### src/rtl/fetch_buffer.sv
// fetch_buffer
//
// Instruction fetch buffer placed right after the PC stage. Every cycle the
// incoming PC is driven straight to the synchronous instruction memory. When
// a fetch is issued, the PC is remembered alongside a valid flag so that the
// memory's read data can be paired with it one cycle later. The data and PC
// are then queued in a small FIFO for decode.
//
// The buffer back-pressures the PC stage through stall_o. A branch flushes
// all queued entries and discards the fetch that is still in flight.
//
// Ports:
//   clk          clock; all state updates on the rising edge
//   reset        synchronous, active-high; clears the pointers, the count and
//                the in-flight request (the FIFO storage is left as is)
//   pc_i         current PC from the PC stage
//   stall_o      to the PC stage: hold the PC, no fetch issued this cycle
//   branch_i     redirect/flush; discards queued and in-flight fetches
//   imem_addr_o  instruction-memory read address (equals pc_i)
//   imem_data_i  read data for the address issued in the previous cycle
//   stall_i      from decode: head entry not consumed this cycle
//   valid_o      head entry valid
//   inst_o       head instruction; 0 when the FIFO is empty
//   inst_pc_o    PC of the head instruction; 0 when the FIFO is empty

module fetch_buffer #(
    parameter int ADDR  = 32,
    parameter int INST  = 32,
    parameter int DEPTH = 4
) (
    input  logic            clk,
    input  logic            reset,
    input  logic [ADDR-1:0] pc_i,
    output logic            stall_o,
    input  logic            branch_i,
    output logic [ADDR-1:0] imem_addr_o,
    input  logic [INST-1:0] imem_data_i,
    input  logic            stall_i,
    output logic            valid_o,
    output logic [INST-1:0] inst_o,
    output logic [ADDR-1:0] inst_pc_o
);

    localparam int PW = $clog2(DEPTH);

    // FIFO storage, kept as two parallel arrays indexed by the same pointer
    logic [INST-1:0] inst_mem_q [DEPTH];
    logic [ADDR-1:0] pc_mem_q   [DEPTH];

    logic [PW-1:0]   rd_ptr_q, rd_ptr_d;
    logic [PW-1:0]   wr_ptr_q, wr_ptr_d;
    logic [PW:0]     count_q, count_d;
    logic            req_valid_q, req_valid_d;
    logic [ADDR-1:0] req_pc_q, req_pc_d;

    logic [PW+1:0]   occupancy;
    logic            issue;
    logic            push;
    logic            pop;

    // The in-flight request counts as occupied, so a slot is always free for
    // its data when it returns. No credit is given for a pop in this cycle,
    // which keeps stall_o a function of registers only.
    assign occupancy   = {1'b0, count_q} + {{(PW+1){1'b0}}, req_valid_q};
    assign stall_o     = occupancy >= (PW+2)'(DEPTH);
    assign imem_addr_o = pc_i;

    assign issue = ~stall_o & ~branch_i;
    // Reset is folded in so that the returning data is never written while
    // the buffer is being cleared.
    assign push  = req_valid_q & ~branch_i & ~reset;
    assign pop   = valid_o & ~stall_i & ~branch_i;

    assign valid_o   = (count_q != '0);
    assign inst_o    = valid_o ? inst_mem_q[rd_ptr_q] : '0;
    assign inst_pc_o = valid_o ? pc_mem_q[rd_ptr_q]   : '0;

    // Next-state logic. A branch overrides every other update: the FIFO is
    // emptied and the pending response is dropped.
    always_comb begin
        rd_ptr_d    = rd_ptr_q + PW'(pop);
        wr_ptr_d    = wr_ptr_q + PW'(push);
        count_d     = count_q + (PW+1)'(push) - (PW+1)'(pop);
        req_valid_d = issue;
        req_pc_d    = issue ? pc_i : req_pc_q;
        if (branch_i) begin
            rd_ptr_d    = '0;
            wr_ptr_d    = '0;
            count_d     = '0;
            req_valid_d = 1'b0;
        end
    end

    // Control state, with reset taking priority over everything else
    always_ff @(posedge clk) begin
        if (reset) begin
            rd_ptr_q    <= '0;
            wr_ptr_q    <= '0;
            count_q     <= '0;
            req_valid_q <= 1'b0;
            req_pc_q    <= '0;
        end else begin
            rd_ptr_q    <= rd_ptr_d;
            wr_ptr_q    <= wr_ptr_d;
            count_q     <= count_d;
            req_valid_q <= req_valid_d;
            req_pc_q    <= req_pc_d;
        end
    end

    // FIFO storage has no reset; entries are only visible through the count
    always_ff @(posedge clk) begin
        if (push) begin
            inst_mem_q[wr_ptr_q] <= imem_data_i;
            pc_mem_q[wr_ptr_q]   <= req_pc_q;
        end
    end

endmodule

### config.mk
export PLATFORM = sky130hd
export DESIGN_NAME = fetch_buffer
export DESIGN_NICKNAME = d
export VERILOG_FILES = /design/src/rtl/fetch_buffer.sv
export SDC_FILE = /design/constraint.sdc
export NUM_CORES = 1
export LEC_CHECK = 0
export ABC_CLOCK_PERIOD_IN_PS = 7720
export BUFFER_PORTS_ARGS = -buffer_cell sky130_fd_sc_hd__buf_2
export CAP_MARGIN = 15
export CORE_MARGIN = 1
export CORE_UTILIZATION = 23
export CTS_CLUSTER_SIZE = 12
export DETAILED_ROUTE_END_ITERATION = 10
export MAX_ROUTING_LAYER = met4
export PLACE_DENSITY_LB_ADDON = 0.15
export SLEW_MARGIN = 10
export SYNTH_ARGS = -nofsm -noshare
export SYNTH_HDL_FRONTEND = slang
export SYNTH_SLANG_ARGS = --single-unit
### constraint.sdc
create_clock -name clk -period 7.72 [get_ports clk]
set_clock_uncertainty 0.1 [all_clocks]
set_input_delay 2.316 -clock clk [delete_from_list [all_inputs] [get_ports clk]]
set_output_delay 2.316 -clock clk [all_outputs]
set_load 0.005 [all_outputs]
==> flow_summary_export.csv <==
group,metric,value,unit
logic_synthesis,post_synth_instance_area,0.0118,mm^2
routing,drcViolationCount,0,
timing,setup_total_negative_slack,0,ps
clock_tree,root_buffer,"clkbuf_16",
worst_setup_path,timing_worst_setup_path_type,"flip-flop to output pin",
logic_synthesis,commonest_cells_in_the_synthesized_netlist,"256 x edfxtp_1, 66 x and2_1, 65 x nand2b_1",
worst_setup_path,worst_ep_required_time,5300,ps
floorplan,chipWidth,229,um
worst_setup_path,ff2ff_path_depth,4,
power_and_ir_drop,leakage,0.00503,uW
worst_setup_path,critical_path.cell_chain,"buf_4 -> mux4_2 -> and2_1 -> buf_2",
logic_synthesis,syn_nets,701,
run,drv_cap,0,
floorplan,floorplan.initialDensity,23.4,%
logic_synthesis,yosys.area.top_type,"edfxtp_1",
floorplan,boundaryPins,166,
timing,max_freq,196,MHz
finish,final_net_count,849,
logic_synthesis,synthesis.instances,629,
routing,drt_iter0_markers,211,
clock_tree,postCtsResizedCells,0,
worst_setup_path,critical_path.max_stage_delay,650,ps
worst_setup_path,library_cell_contributing_the_largest_single_delay_on_the_critical_path,"dfxtp_4",
timing,slew_headroom,28.5,%
routing,routed_wirelength,26.9,mm
placed_design,place_congestion,0.658,
logic_synthesis,synthesis.area_per_instance,18.8,um^2
routing,firstDrtPassIters,4,
worst_setup_path,worstSetupStartpointType,"flip-flop",
power_and_ir_drop,largest_vdd_supply_drop,111,uV
placed_design,io_buffers,165,
logic_synthesis,synth.most_common_cell,"edfxtp_1",
worst_hold_path,worstHoldPathType,"flip-flop to flip-flop",
floorplan,core_area,0.0504,mm^2
timing,final_min_period_over_clock_period,66.1,%
logic_synthesis,synth-async-reset-ratio,0,%
clock_tree,number_of_buffers_inserted_to_repair_setup_after_cts,0,
run_status,outcome,"finished clean",
worst_hold_path,hold-path-cell-count,0,
logic_synthesis,synth_warnings,0,
placed_design,dp_hpwl,15.3,mm
worst_setup_path,setup.worst_path.end_class,"output pin",
clock_tree,cts.sinks,296,
routing,dr_total_vias,5797,
floorplan,floorplan_die_height,229,um
timing,final-max-slew-violation-count,0,
logic_synthesis,synth_top_flop_cell,"edfxtp_1",
worst_hold_path,hold_end,"pc_mem_q[2][19]$_DFFE_PP_",
clock_tree,tritoncts,"built",
logic_synthesis,synth_seq_cells,296,
timing,rsz_0062_raised_after_global_routing,"false",
worst_setup_path,reg2reg_slack,5350,ps
global_route,grt_use_total,10.7,%
logic_synthesis,synth-edff-count,256,
global_route,grt_overflow,0,
clock_tree,cts.reportedPaths.clkPinSlew,60,ps
power_and_ir_drop,cellPowerDensity,244,mW/mm^2
timing,worstMarginPinSlew,1070,ps
global_route,grt_antenna_before_repair,2,
logic_synthesis,sequential_element_share_of_the_synthesized_area,71.9,%
logic_synthesis,synth_top_cell_area_share,65.1,%
finish,areaGrowthSynthToFinish,20.5,%
timing,hold_ws,410,ps
timing,final_hold_violation_count,0,
worst_setup_path,worst_ep_arrival_time,2690,ps
worst_hold_path,hold_path.startpoint,"req_pc_q[19]$_SDFFE_PP0P_",
logic_synthesis,synthTopCellsByArea,"edfxtp_1 65%, mux4_2 12%, dfxtp_1 6.8%",
worst_setup_path,rr_startpoint,"req_valid_q$_SDFF_PP0_",
routing,routed_via_density,3.93,
clock_tree,cts_hold_buffers,0,
floorplan,die_area,0.0523,mm^2
timing,setup_viol,0,
timing,min_period,5100,ps
global_route,grt_start_max_net_pins,66,
floorplan,row_count,82,
clock_tree,cts-root-to-sink-buffers,3,
global_route,grt_first_pass_wirelength,40.1,mm
worst_setup_path,highest_net_fanout_along_the_worst_path,26,
clock_tree,insertion_delay,520,ps
worst_setup_path,ff_to_ff_end,"pc_mem_q[3][21]$_DFFE_PP_",
routing,drtAntennaViolNets,0,
finish,final_layout_size_suffix_gt1_share,37.1,%
clock_tree,tritoncts.num_buffers,35,
global_route,vias_in_the_first_global_route,6295,
routing,wire_length_per_cell,18.2,um
logic_synthesis,synth_cell_types,31,
clock_tree,h-tree-depth,2,
## worst max-delay path: cells and delay by family, from the launching register on
family / cells / cell delay, ps
flip-flops: 1 / 650
buffers and inverters: 2 / 700
multiplexers: 1 / 570
AND/OR/NAND/NOR: 1 / 210
## cell type report
type | count | area (um^2)
Multi-Input combinational cell | 262 | 2850
Inverter | 5 | 18.8
Fill cell | 5035 | 36100
Tap cell | 672 | 841
Clock inverter | 3 | 42.5
Clock buffer | 57 | 1060
Sequential cell | 296 | 8500
Timing Repair Buffer | 177 | 916
Antenna cell | 2 | 5.00
## sequential cells by signal, indices dropped and copies added (netlist names)
signal / flops
inst_mem_q: 128
pc_mem_q: 128
req_pc_q: 32
count_q: 3
rd_ptr_q: 2
wr_ptr_q: 2
req_valid_q: 1
## per-stage QoR
stage | instances | area [um^2] | utilization, % | power (uW) | setup WS (ps)
floorplan | 629 | 11800 | - | 1870 | 151
global placement | 1412 | 13100 | 26.0 | 1920 | 2660
detailed placement | 1412 | 13100 | 26.0 | 1920 | 2660
CTS | 1472 | 14200 | 28.2 | 3540 | 2410
global route | 1474 | 14200 | 28.2 | 3600 | 2370
finish | 1474 | 14200 | 28.2 | 3470 | 2620
## cells by family (layout without fill, tap and decap cells)
kind of cell / after synthesis / count (layout) / share of synthesized area (%)
flops: 296 / 296 / 71.9
simple gates: 151 / 151 / 7.86
mux: 96 / 96 / 14.9
buf+inv: 71 / 242 / 4.23
compound gates: 9 / 9 / 0.477
fa+ha+maj: 4 / 4 / 0.487
xor+xnor: 2 / 2 / 0.148
other cells: 0 / 2 / 0
## power by group
group | internal, uW | leakage [uW] | switching [uW]
clock network | 967 | 0.000534 | 619
registers | 1760 | 0.00267 | 17.0
logic | 49.3 | 0.00183 | 54.2
## layout by cell type, fill, tap and decap left out, types with 3 or more instances in the layout
master / count
inv_1: 4
nand2b_1: 65
clkbuf_16: 37
mux4_2: 64
dfxtp_1: 38
nor2_1: 6
buf_2: 165
a21oi_1: 3
clkbuf_8: 6
clkbuf_1: 14
buf_4: 12
edfxtp_1: 256
mux2i_1: 32
and2_1: 66
ha_1: 3
## worst max-delay path by stage
stage,from,to,slack [ps],cells after the start
3_3_place_gp,pc_i[31],imem_addr_o[31],2660,2
2_1_floorplan,branch_i,inst_mem_q[0][0]$_DFFE_PP_,150,3
5_1_grt,rd_ptr_q[0]$_SDFF_PP0_,inst_pc_o[28],2370,4
6_report,rd_ptr_q[0]$_SDFF_PP0_,inst_pc_o[28],2620,4
4_1_cts,rd_ptr_q[0]$_SDFF_PP0_,inst_pc_o[28],2410,4
3_5_place_dp,pc_i[31],imem_addr_o[31],2660,2
## layer usage
metal  part of all wire (%)  GRT usage [%]
met3                    5.1           2.68
met1                     43           12.5
met5                      0              -
met4                    3.0           4.47
met2                     49           17.5
(Power assumes the default switching activity.)
